### config.mk
export PLATFORM = sky130hd
export DESIGN_NAME = multicycle_ctrl_fsm_flat
export DESIGN_NICKNAME = d
export VERILOG_FILES = /design/src/rtl/multicycle_ctrl_fsm_if.sv /design/src/rtl/multicycle_ctrl_fsm.sv /design/src/flat_wrapper.sv
export SDC_FILE = /design/constraint.sdc
export NUM_CORES = 1
export LEC_CHECK = 0
export ABC_AREA = 1
export CAP_MARGIN = 25
export CORE_ASPECT_RATIO = 0.75
export CORE_MARGIN = 8
export CORE_UTILIZATION = 47
export DETAILED_ROUTE_END_ITERATION = 6
export PLACE_DENSITY_LB_ADDON = 0.3
export SYNTH_ARGS = -nofsm -noshare
export SYNTH_HDL_FRONTEND = slang
export SYNTH_SLANG_ARGS = --single-unit
### constraint.sdc
create_clock -name clock -period 1.92 [get_ports clock]
set_input_delay 0.192 -clock clock [delete_from_list [all_inputs] [get_ports clock]]
set_output_delay 0.192 -clock clock [all_outputs]
set_load 0.02 [all_outputs]
### src/rtl/multicycle_ctrl_fsm_if.sv
`default_nettype none
// ============================================================================
//  Module   : multicycle_ctrl_fsm_if
//  Brief    : Opcode/handshake inputs and datapath control strobes of the
//             multicycle control FSM, bundled with master/slave views.
//  Revision : 1.0 - initial release
// ============================================================================
interface multicycle_ctrl_fsm_if #(
    parameter int OPCODE_W = 6,
    parameter int ALUOP_W  = 4
);
    logic [OPCODE_W-1:0] opcode;
    logic                mem_ready;
    logic                cond_true;

    logic                memToReg;
    logic                memWrite;
    logic                memRead;
    logic                branch;
    logic                regDst;
    logic                regWrite;
    logic                jmp;
    logic                IorD;
    logic                IRWrite;
    logic                pcWrite;
    logic                MACsrcBsel;
    logic                link;
    logic                trap;
    logic [ALUOP_W-1:0]  ALUOp;
    logic [1:0]          ALUSrcAControl;
    logic [1:0]          ALUSrcBControl;
    logic [1:0]          pcSrc;
    logic [3:0]          state;

    // The controller is the master: it consumes opcode/handshake and drives strobes.
    modport master (
        input  opcode, mem_ready, cond_true,
        output memToReg, memWrite, memRead, branch, regDst, regWrite, jmp,
               IorD, IRWrite, pcWrite, MACsrcBsel, link, trap,
               ALUOp, ALUSrcAControl, ALUSrcBControl, pcSrc, state
    );

    modport slave (
        output opcode, mem_ready, cond_true,
        input  memToReg, memWrite, memRead, branch, regDst, regWrite, jmp,
               IorD, IRWrite, pcWrite, MACsrcBsel, link, trap,
               ALUOp, ALUSrcAControl, ALUSrcBControl, pcSrc, state
    );
endinterface
`default_nettype wire

### src/rtl/multicycle_ctrl_fsm.sv
`default_nettype none
// ============================================================================
//  Module   : multicycle_ctrl_fsm
//  Brief    : Multicycle processor control FSM with memory-wait timeout,
//             branch/JAL support and illegal-opcode trap.
//             Optional MAC instruction enabled by macro MULTICYCLE_MAC_EN.
//  Revision : 1.0 - initial release
// ============================================================================
module multicycle_ctrl_fsm #(
    parameter int OPCODE_W     = 6,
    parameter int ALUOP_W      = 4,
    parameter int MAX_MEM_WAIT = 15
) (
    input  logic                   clock,
    input  logic                   reset,
    multicycle_ctrl_fsm_if.master  bus
);

    localparam int CNT_W = (MAX_MEM_WAIT < 1) ? 1 : $clog2(MAX_MEM_WAIT + 1);
    localparam logic [CNT_W-1:0] WAIT_LIMIT = CNT_W'(MAX_MEM_WAIT);

    localparam logic [OPCODE_W-1:0] OP_RTYPE = OPCODE_W'(0);
    localparam logic [OPCODE_W-1:0] OP_J     = OPCODE_W'(2);
    localparam logic [OPCODE_W-1:0] OP_JAL   = OPCODE_W'(3);
    localparam logic [OPCODE_W-1:0] OP_BEQ   = OPCODE_W'(4);
    localparam logic [OPCODE_W-1:0] OP_BNE   = OPCODE_W'(5);
    localparam logic [OPCODE_W-1:0] OP_ADDI  = OPCODE_W'(8);
    localparam logic [OPCODE_W-1:0] OP_ANDI  = OPCODE_W'(12);
    localparam logic [OPCODE_W-1:0] OP_ORI   = OPCODE_W'(13);
    localparam logic [OPCODE_W-1:0] OP_BGT   = OPCODE_W'(14);
    localparam logic [OPCODE_W-1:0] OP_BGE   = OPCODE_W'(17);
    localparam logic [OPCODE_W-1:0] OP_BLT   = OPCODE_W'(18);
    localparam logic [OPCODE_W-1:0] OP_BLE   = OPCODE_W'(19);
    localparam logic [OPCODE_W-1:0] OP_LW    = OPCODE_W'(35);
    localparam logic [OPCODE_W-1:0] OP_SW    = OPCODE_W'(43);
`ifdef MULTICYCLE_MAC_EN
    localparam logic [OPCODE_W-1:0] OP_MAC   = OPCODE_W'(20);
`endif

    typedef enum logic [3:0] {
        S_RESET     = 4'd0,
        S_FETCH     = 4'd1,
        S_DECODE    = 4'd2,
        S_MEM_ADR   = 4'd3,
        S_MEM_READ  = 4'd4,
        S_MEM_WB    = 4'd5,
        S_MEM_WRITE = 4'd6,
        S_EXEC_R    = 4'd7,
        S_ALU_WB    = 4'd8,
        S_BRANCH    = 4'd9,
        S_EXEC_I    = 4'd10,
        S_IMM_WB    = 4'd11,
        S_JUMP      = 4'd12,
        S_MAC_ADD   = 4'd13,
        S_LINK_WB   = 4'd14,
        S_TRAP      = 4'd15
    } state_t;

    state_t           state_q;
    state_t           state_d;
    logic [CNT_W-1:0] wait_cnt;
    logic [CNT_W-1:0] wait_cnt_d;
    logic             in_mem_state;
    logic             mem_timeout;
    logic [3:0]       alu_op;

    logic             op_is_branch;
    logic             op_is_imm;
    logic             op_is_mac;

    always_comb begin
        op_is_branch = (bus.opcode == OP_BEQ) || (bus.opcode == OP_BNE) ||
                       (bus.opcode == OP_BGT) || (bus.opcode == OP_BGE) ||
                       (bus.opcode == OP_BLT) || (bus.opcode == OP_BLE);
        op_is_imm    = (bus.opcode == OP_ADDI) || (bus.opcode == OP_ANDI) ||
                       (bus.opcode == OP_ORI);
`ifdef MULTICYCLE_MAC_EN
        op_is_mac    = (bus.opcode == OP_MAC);
`else
        op_is_mac    = 1'b0;
`endif
    end

    // Wait counter only runs while a memory-facing state is stalled by mem_ready.
    assign in_mem_state = (state_q == S_FETCH) || (state_q == S_MEM_READ) ||
                          (state_q == S_MEM_WRITE);
    assign mem_timeout  = in_mem_state && !bus.mem_ready && (wait_cnt == WAIT_LIMIT);

    always_comb begin
        wait_cnt_d = '0;
        if (in_mem_state && !bus.mem_ready && !mem_timeout) begin
            wait_cnt_d = wait_cnt + 1'b1;
        end
    end

    always_ff @(posedge clock) begin
        if (reset) begin
            state_q  <= S_RESET;
            wait_cnt <= '0;
        end else begin
            state_q  <= state_d;
            wait_cnt <= wait_cnt_d;
        end
    end

    always_comb begin
        state_d = state_q;
        unique case (state_q)
            S_RESET:     state_d = S_FETCH;
            S_FETCH: begin
                if (bus.mem_ready)     state_d = S_DECODE;
                else if (mem_timeout)  state_d = S_TRAP;
            end
            S_DECODE: begin
                if ((bus.opcode == OP_LW) || (bus.opcode == OP_SW))      state_d = S_MEM_ADR;
                else if ((bus.opcode == OP_RTYPE) || op_is_mac)          state_d = S_EXEC_R;
                else if (op_is_branch)                                   state_d = S_BRANCH;
                else if (op_is_imm)                                      state_d = S_EXEC_I;
                else if ((bus.opcode == OP_J) || (bus.opcode == OP_JAL)) state_d = S_JUMP;
                else                                                     state_d = S_TRAP;
            end
            S_MEM_ADR: begin
                if (bus.opcode == OP_LW)      state_d = S_MEM_READ;
                else if (bus.opcode == OP_SW) state_d = S_MEM_WRITE;
                else                          state_d = S_TRAP;
            end
            S_MEM_READ: begin
                if (bus.mem_ready)     state_d = S_MEM_WB;
                else if (mem_timeout)  state_d = S_TRAP;
            end
            S_MEM_WB:    state_d = S_FETCH;
            S_MEM_WRITE: begin
                if (bus.mem_ready)     state_d = S_FETCH;
                else if (mem_timeout)  state_d = S_TRAP;
            end
            S_EXEC_R:    state_d = op_is_mac ? S_MAC_ADD : S_ALU_WB;
            S_ALU_WB:    state_d = S_FETCH;
            S_BRANCH:    state_d = S_FETCH;
            S_EXEC_I:    state_d = S_IMM_WB;
            S_IMM_WB:    state_d = S_FETCH;
            S_JUMP:      state_d = (bus.opcode == OP_JAL) ? S_LINK_WB : S_FETCH;
`ifdef MULTICYCLE_MAC_EN
            S_MAC_ADD:   state_d = S_ALU_WB;
`else
            S_MAC_ADD:   state_d = S_FETCH;
`endif
            S_LINK_WB:   state_d = S_FETCH;
            S_TRAP:      state_d = S_TRAP;
            default:     state_d = S_TRAP;
        endcase
    end

    always_comb begin
        bus.memToReg       = 1'b0;
        bus.memWrite       = 1'b0;
        bus.memRead        = 1'b0;
        bus.branch         = 1'b0;
        bus.regDst         = 1'b0;
        bus.regWrite       = 1'b0;
        bus.jmp            = 1'b0;
        bus.IorD           = 1'b0;
        bus.IRWrite        = 1'b0;
        bus.pcWrite        = 1'b0;
        bus.MACsrcBsel     = 1'b0;
        bus.link           = 1'b0;
        bus.trap           = 1'b0;
        bus.ALUSrcAControl = 2'b00;
        bus.ALUSrcBControl = 2'b11;
        bus.pcSrc          = 2'b00;
        alu_op             = 4'b0001;
        unique case (state_q)
            S_RESET: begin
                bus.ALUSrcBControl = 2'b00;
                alu_op             = 4'b0000;
            end
            S_FETCH: begin
                bus.memRead        = 1'b1;
                bus.ALUSrcBControl = 2'b01;
                bus.IRWrite        = bus.mem_ready;
                bus.pcWrite        = bus.mem_ready;
            end
            S_DECODE: begin
                bus.ALUSrcAControl = 2'b00;
                bus.ALUSrcBControl = 2'b11;
            end
            S_MEM_ADR: begin
                bus.ALUSrcAControl = 2'b01;
                bus.ALUSrcBControl = 2'b10;
                alu_op             = 4'b0001;
            end
            S_MEM_READ: begin
                bus.memRead = 1'b1;
                bus.IorD    = 1'b1;
            end
            S_MEM_WB: begin
                bus.memToReg = 1'b1;
                bus.regWrite = 1'b1;
            end
            S_MEM_WRITE: begin
                bus.memWrite = 1'b1;
                bus.IorD     = 1'b1;
            end
            S_EXEC_R: begin
                bus.ALUSrcAControl = 2'b01;
                bus.ALUSrcBControl = 2'b00;
                alu_op             = op_is_mac ? 4'b1010 : 4'b0000;
            end
            S_ALU_WB: begin
                bus.regDst   = 1'b1;
                bus.regWrite = 1'b1;
            end
            S_BRANCH: begin
                bus.branch         = 1'b1;
                bus.ALUSrcAControl = 2'b01;
                bus.ALUSrcBControl = 2'b00;
                bus.pcSrc          = 2'b01;
                bus.pcWrite        = bus.cond_true;
                if (bus.opcode == OP_BEQ)      alu_op = 4'b0100;
                else if (bus.opcode == OP_BNE) alu_op = 4'b0101;
                else if (bus.opcode == OP_BGT) alu_op = 4'b0110;
                else if (bus.opcode == OP_BGE) alu_op = 4'b0111;
                else if (bus.opcode == OP_BLT) alu_op = 4'b1000;
                else if (bus.opcode == OP_BLE) alu_op = 4'b1001;
            end
            S_EXEC_I: begin
                bus.ALUSrcAControl = 2'b01;
                bus.ALUSrcBControl = 2'b10;
                if (bus.opcode == OP_ANDI)     alu_op = 4'b0010;
                else if (bus.opcode == OP_ORI) alu_op = 4'b0011;
            end
            S_IMM_WB: begin
                bus.regWrite = 1'b1;
            end
            S_JUMP: begin
                bus.jmp     = 1'b1;
                bus.pcSrc   = 2'b10;
                bus.pcWrite = 1'b1;
            end
            S_MAC_ADD: begin
`ifdef MULTICYCLE_MAC_EN
                bus.ALUSrcAControl = 2'b11;
                bus.MACsrcBsel     = 1'b1;
                alu_op             = 4'b0001;
`endif
            end
            S_LINK_WB: begin
                bus.link     = 1'b1;
                bus.regWrite = 1'b1;
            end
            S_TRAP: begin
                bus.trap = 1'b1;
            end
            default: begin
                bus.trap = 1'b1;
            end
        endcase
    end

    assign bus.ALUOp = ALUOP_W'(alu_op);
    assign bus.state = state_q;

endmodule
`default_nettype wire

### src/flat_wrapper.sv
// flat-port wrapper written by rule: the top's interface ports become plain ports
module multicycle_ctrl_fsm_flat 
#(
    parameter int OPCODE_W     = 6,
    parameter int ALUOP_W      = 4,
    parameter int MAX_MEM_WAIT = 15
)
  (clock, reset, bus_opcode, bus_mem_ready, bus_cond_true, bus_memToReg, bus_memWrite, bus_memRead, bus_branch, bus_regDst, bus_regWrite, bus_jmp, bus_IorD, bus_IRWrite, bus_pcWrite, bus_MACsrcBsel, bus_link, bus_trap, bus_ALUOp, bus_ALUSrcAControl, bus_ALUSrcBControl, bus_pcSrc, bus_state);
  multicycle_ctrl_fsm_if #(.OPCODE_W(OPCODE_W), .ALUOP_W(ALUOP_W)) bus_i ();
  input  logic clock;
  input  logic reset;
  input wire logic [$bits(bus_i.opcode)-1:0] bus_opcode;
  input wire logic [$bits(bus_i.mem_ready)-1:0] bus_mem_ready;
  input wire logic [$bits(bus_i.cond_true)-1:0] bus_cond_true;
  output wire logic [$bits(bus_i.memToReg)-1:0] bus_memToReg;
  output wire logic [$bits(bus_i.memWrite)-1:0] bus_memWrite;
  output wire logic [$bits(bus_i.memRead)-1:0] bus_memRead;
  output wire logic [$bits(bus_i.branch)-1:0] bus_branch;
  output wire logic [$bits(bus_i.regDst)-1:0] bus_regDst;
  output wire logic [$bits(bus_i.regWrite)-1:0] bus_regWrite;
  output wire logic [$bits(bus_i.jmp)-1:0] bus_jmp;
  output wire logic [$bits(bus_i.IorD)-1:0] bus_IorD;
  output wire logic [$bits(bus_i.IRWrite)-1:0] bus_IRWrite;
  output wire logic [$bits(bus_i.pcWrite)-1:0] bus_pcWrite;
  output wire logic [$bits(bus_i.MACsrcBsel)-1:0] bus_MACsrcBsel;
  output wire logic [$bits(bus_i.link)-1:0] bus_link;
  output wire logic [$bits(bus_i.trap)-1:0] bus_trap;
  output wire logic [$bits(bus_i.ALUOp)-1:0] bus_ALUOp;
  output wire logic [$bits(bus_i.ALUSrcAControl)-1:0] bus_ALUSrcAControl;
  output wire logic [$bits(bus_i.ALUSrcBControl)-1:0] bus_ALUSrcBControl;
  output wire logic [$bits(bus_i.pcSrc)-1:0] bus_pcSrc;
  output wire logic [$bits(bus_i.state)-1:0] bus_state;
  assign bus_i.opcode = bus_opcode;
  assign bus_i.mem_ready = bus_mem_ready;
  assign bus_i.cond_true = bus_cond_true;
  assign bus_memToReg = bus_i.memToReg;
  assign bus_memWrite = bus_i.memWrite;
  assign bus_memRead = bus_i.memRead;
  assign bus_branch = bus_i.branch;
  assign bus_regDst = bus_i.regDst;
  assign bus_regWrite = bus_i.regWrite;
  assign bus_jmp = bus_i.jmp;
  assign bus_IorD = bus_i.IorD;
  assign bus_IRWrite = bus_i.IRWrite;
  assign bus_pcWrite = bus_i.pcWrite;
  assign bus_MACsrcBsel = bus_i.MACsrcBsel;
  assign bus_link = bus_i.link;
  assign bus_trap = bus_i.trap;
  assign bus_ALUOp = bus_i.ALUOp;
  assign bus_ALUSrcAControl = bus_i.ALUSrcAControl;
  assign bus_ALUSrcBControl = bus_i.ALUSrcBControl;
  assign bus_pcSrc = bus_i.pcSrc;
  assign bus_state = bus_i.state;
  multicycle_ctrl_fsm #(.OPCODE_W(OPCODE_W), .ALUOP_W(ALUOP_W), .MAX_MEM_WAIT(MAX_MEM_WAIT)) u_core (.clock(clock), .reset(reset), .bus(bus_i));
endmodule
---- Yosys cells after proc, flatten, opt, wreduce, memory -nomap -nowiden ----
Index checks and enable logic that the tools add are counted.
storage, ports and cells
  flip-flop bits (word level) ............. 8
  bits of input ports ..................... 10
  output and inout port bits .............. 27
  logic and storage cells ................. 97
operators by class
  add/subtract/negate cells ............... 1
  equality and inequality tests ........... 29
  mux-type cells .......................... 37
  bitwise logic cells ..................... 1
  reductions and logical operators ........ 27
operators by type and width
  operator               count
  $mux W4                18
  $pmux W4 S10           1
  $eq A4 B4 Y1 const B   9
  $eq A6 B4 Y1 const B   4
  $eq A6 B5 Y1 const B   3
  $eq A4 B3 Y1 const B   4
  $eq A6 B2 Y1 const B   2
  $eq A6 B3 Y1 const B   2
  $eq A6 B6 Y1 const B   2
  $mux W1                12
  $pmux W4 S3            1
  $logic_or A1 B1 Y1     11
  $reduce_or A2 Y1       5
  $eq A4 B2 Y1 const B   2
  $reduce_or A4 Y1       2
  $reduce_or A7 Y1       1
  $logic_not A6 Y1       1
  $pmux W2 S3            1
  $add A4 B1 Y4 const B  1
  $eq A4 B1 Y1 const B   1
  $logic_not A4 Y1       1
  $mux W2                2
  $pmux W2 S2            1
  $logic_and A1 B1 Y1    3
  other kinds (4)        5

---- Logic depth before layout (Yosys ltp) ----
  depth after elaboration ................. 10
  gate-level depth with buffers ........... 11
  depth with buffers taken out ............ 11

---- Worst setup path before layout ----
No wires, ideal clock.
  kind .................................... register -> output
  from .................................... register u_core.state_q[0] (netlist: u_core.bus.state[0])
  to ...................................... output bus_ALUSrcBControl[0]
  data arrival time ....................... 1.529 ns
  required time ........................... 1.728 ns
  slack ................................... 0.199 ns
  stages on the path, launching flop included .. 9
  path buffers ............................ 0
  cell sequence ........................... dfxtp_1 inv_2 nand2_1 inv_1 nand2_1 inv_1 nor2_1 nand2_1 a21oi_1
on the way
  word-level cells in the longest chain between the ends .. 3
  elaborated cells on any way between the ends .. 9
  those cells by class .................... 5 x eq/ne; 1 x mux; 3 x reduce/logical
ends and longest elaborated chain
  element                                                                line                        text
  from (decl)                                                            multicycle_ctrl_fsm.sv:59   state_t state_q;
  from (signal assigned)                                                 multicycle_ctrl_fsm.sv:101  state_q <= state_d;
  $eq A4 B3 Y1 (tied with other cells)                                   multicycle_ctrl_fsm.sv:171  unique case (state_q)
  $reduce_or A3 Y1 (no source line) or $reduce_or A2 Y1 (tied branches)  --
  $pmux W2 S3 *                                                          multicycle_ctrl_fsm.sv:171
  to (decl)                                                              flat_wrapper.sv:30          output wire logic [$bits(bus_i.ALUSrcBControl)-1:0] bus_ALUSrcBControl;
Mark *: on every way between the ends. The rest lies on a longest branch, timed or not.

---- Final worst setup path ----
  from .................................... register u_core.state_q[3] (netlist: u_core.bus.state[3])
  to ...................................... output bus_regWrite
on the way
  word-level cells in the longest chain between the ends .. 3
  elaborated cells on any way between the ends .. 6
  those cells by class .................... 4 x eq/ne; 1 x mux; 1 x reduce/logical
ends and longest elaborated chain
  element                                       line                        text
  $eq A4 B3 Y1 or $eq A4 B4 Y1 (tied branches)  multicycle_ctrl_fsm.sv:171
  $reduce_or A4 Y1 (no source line) *           --
  $mux W1 *                                     multicycle_ctrl_fsm.sv:171
  to (decl)                                     flat_wrapper.sv:20          output wire logic [$bits(bus_i.regWrite)-1:0] bus_regWrite;
Marks and branches as above.

==> impl_metrics.yaml <==
status:
  status: "finished with violations"
  violations: "negative setup slack"
routing:
  routed_wl_um: 3510
  drt_pass1_iterations: 4
  dr.first_iter.drc_count: 155
  drcViolationCount: 0
  final_antenna_net_count: 0
  via_per_inst: 5.17
  wire_per_inst_um: 13.9
  vias: 1304
timing:
  clock.fmax_mhz: 517
  hold_viol: 0
  setup_slack_ns: -0.0155
  fin_skew_ns: 0.00844
  fin_crit_sh: 1.01
  setup_viol: 1
  period_minus_slack_ns: 1.94
  rsz0062_at_grt: "yes"
  slew_viol_final: 0
power_and_ir_drop:
  p_per_area_nw_per_um2: 1210
  ir_drop_mv: 0.917
  switching_share: 0.560
  clockPowerShare: 0.074
  power_frac_comb: 0.766
  power.leakage_nw: 0.877
  seqPwrFrac: 0.160
  intPower_mw: 0.785
  total_power_mw: 1.78
  p_sw_mw: 1.00
global_routing:
  gr-total-overflow: 0
  grt_pass1_wl_um: 5260
  grt_pass1_vias: 1195
  track_usage: 0.186
  grt_max_degree: 8
  antenna_found_initial: 0
critical_path:
  r2r-start: "u_core.bus.state[0]$_SDFF_PP0_"
  critical_path.top_delay_family: "buffers and inverters"
  cp.required_ns: 1.73
  path_buf_inv: 2
  worstSetupStartpointType: "flop"
  crit_path_top_delay_cell: "a2111o_1"
  cp_cell_sequence: "buf_4 > nand2_1 > nor2_1 > a2111o_1 > dlygate4sd2_1"
  r2r_end: "u_core.bus.state[1]$_SDFF_PP0_"
  criticalPathCategory: "reg -> out"
  ff2ff_path_depth: 10
  rrSetupSlack_ns: 0.48
  crit_path_end_kind: "output pin"
  cp_data_arrival_time_ns: 1.74
  cp_max_fo: 4
  crit_path_max_incr_delay_ns: 0.40
  cp_num_cells: 5
floorplan:
  start_util: 0.485
  die_x_um: 67.7
  die_h_um: 54.8
  coreArea_um2: 1940
  dieArea_um2: 3710
  rows: 14
  num_io_pins: 37
synth:
  ys_ff_latch: 8
  yosys.area.top_type: "dfxtp_1"
  ys_types: 29
  async_flop_share: 0
  synth_ff_type: "dfxtp_1"
  synth_commonest_cells: "nand2_1, inv_1, nor2_1"
  netlist_area_um2: 943
  synth_area_per_cell_um2: 5.52
  yosys.cell_count.top_type: "nand2_1"
  synth-edff-count: 0
  ys_warn_count: 0
  synth.area.top_cells: "dfxtp_1, nand2_1, inv_1"
  yosysSeqAreaShare: 0.170
  netlist.area_leader.share: 0.170
  synth_cells: 171
clocking:
  cts_sinks: 8
  cts.path.max_buffers: 2
  numCtsBuffers: 3
  htree_levels: 1
  cts_hold_buffers: 0
  clk_pin_slew_ns: 0.06
  clk_latency_ns: 0.26
  tritoncts: "yes"
  cts-root-buf: "clkbuf_4"
min_path:
  hold_path.class: "reg -> reg"
  hold_end: "u_core.wait_cnt[0]$_SDFF_PP0_"
  min_from: "u_core.wait_cnt[0]$_SDFF_PP0_"
  hold_path_depth: 1
place:
  io_buffers: 34
  hpwl_um: 2810
  gp_congestion: 0.911
  post-place-ws_ns: -0.316
  placed_cell_area_um2: 1460
  dp.cells: 249
final_layout:
  antenna_cells: 0
  final_core_util: 0.757
  syn2layout_area_growth_pct: 56.1
  multi_input_area_um2: 638
  seq_area_um2: 164
  layout.cells.non_filler: 252
  design_area_um2: 1470
  drive_above_1_share: 0.272
  num-nets-final: 241
  nFillCells: 171
job:
  drv_cap: 0
[state kept, by name (all words and copies together) (netlist names)]
signal	cells
u_core.bus.state	4
u_core.wait_cnt	4
[cell usage in the layout, fill, tap and decap left out, types with 2 or more instances in the layout]
| cell | netlist | final |
|---|---|---|
| dfxtp_1 | 8 | 5 |
| nand4_1 | 3 | 3 |
| dlygate4sd2_1 | 0 | 14 |
| clkbuf_2 | 0 | 4 |
| nor2_4 | 4 | 4 |
| a21oi_1 | 4 | 4 |
| nand3_2 | 1 | 2 |
| dfxtp_2 | 0 | 3 |
| nand3_1 | 17 | 16 |
| inv_1 | 32 | 32 |
| nand2_2 | 5 | 5 |
| nand2_1 | 33 | 33 |
| nor2_1 | 31 | 25 |
| dlymetal6s2s_1 | 0 | 3 |
| o21ai_0 | 5 | 5 |
| buf_4 | 3 | 22 |
| clkbuf_4 | 0 | 3 |
| conb_1 | 1 | 2 |
| nor2_2 | 3 | 9 |
| inv_2 | 7 | 7 |
| clkdlybuf4s50_1 | 0 | 11 |
[power groups by stage]
stage	Sequential, mW	Clock, mW	Combinational, mW
after floorplan	0.319	0	0.798
after global placement	0.276	0	1.43
after detailed placement	0.277	0	1.47
after CTS	0.280	0.136	1.37
after global routing	0.295	0.147	1.46
final	0.285	0.132	1.37
[metal layers]
metal / GRT usage / vias up / wire length (um)
li1: - / 650 / -
met2: 0.363 / 62 / 1820
met4: 0.0484 / 0 / 24
met5: 0 / - / 0
met3: 0.0327 / 4 / 339
met1: 0.204 / 588 / 1330
[through the flow]
step           TNS, ns  hold WS (ns)
2_1_floorplan        0         0.261
3_3_place_gp    -0.750         0.435
3_5_place_dp    -0.961         0.439
4_1_cts        -0.0212         0.451
5_1_grt        -0.0962         0.470
6_report       -0.0155         0.445
[how the worst max path moves through the flow]
stage                                               from  slack, ns                     to
final                     u_core.bus.state[3]$_SDFF_PP0_      -0.02           bus_regWrite
after global routing      u_core.bus.state[3]$_SDFF_PP0_       -0.1           bus_regWrite
after CTS                 u_core.bus.state[3]$_SDFF_PP0_      -0.02           bus_regWrite
after detailed placement                   bus_opcode[5]      -0.32           bus_ALUOp[1]
after global placement                     bus_opcode[5]      -0.23           bus_ALUOp[1]
after floorplan           u_core.bus.state[0]$_SDFF_PP0_       0.20  bus_ALUSrcBControl[0]
[cell type report]
cell class,count,share of cell area
tap,24,0.0204
inverter,39,0.0994
timing repair buffer,56,0.320
sequential,8,0.111
clock buffer,3,0.0153
multi-input combinational,122,0.433
[cell families (layout without fill, tap and decap cells)]
group / after synthesis / in the layout / share of synthesized area
AO/OA/AOI/OAI: 17 / 17 / 0.117
XOR/XNOR: 1 / 1 / 0.00929
adder cells (fa/ha/maj): 1 / 1 / 0.0133
buffers and inverters: 42 / 98 / 0.179
flip-flops: 8 / 8 / 0.170
other: 1 / 2 / 0.00397
AND/OR/NAND/NOR: 101 / 101 / 0.508
[what timing repair did]
item,CTS,global route
setup buffers,0,0
resized for setup,29,19
pin swaps,0,2
endpoints found under the setup margin,18,10
Note: power is estimated with default switching activity, not from simulation.
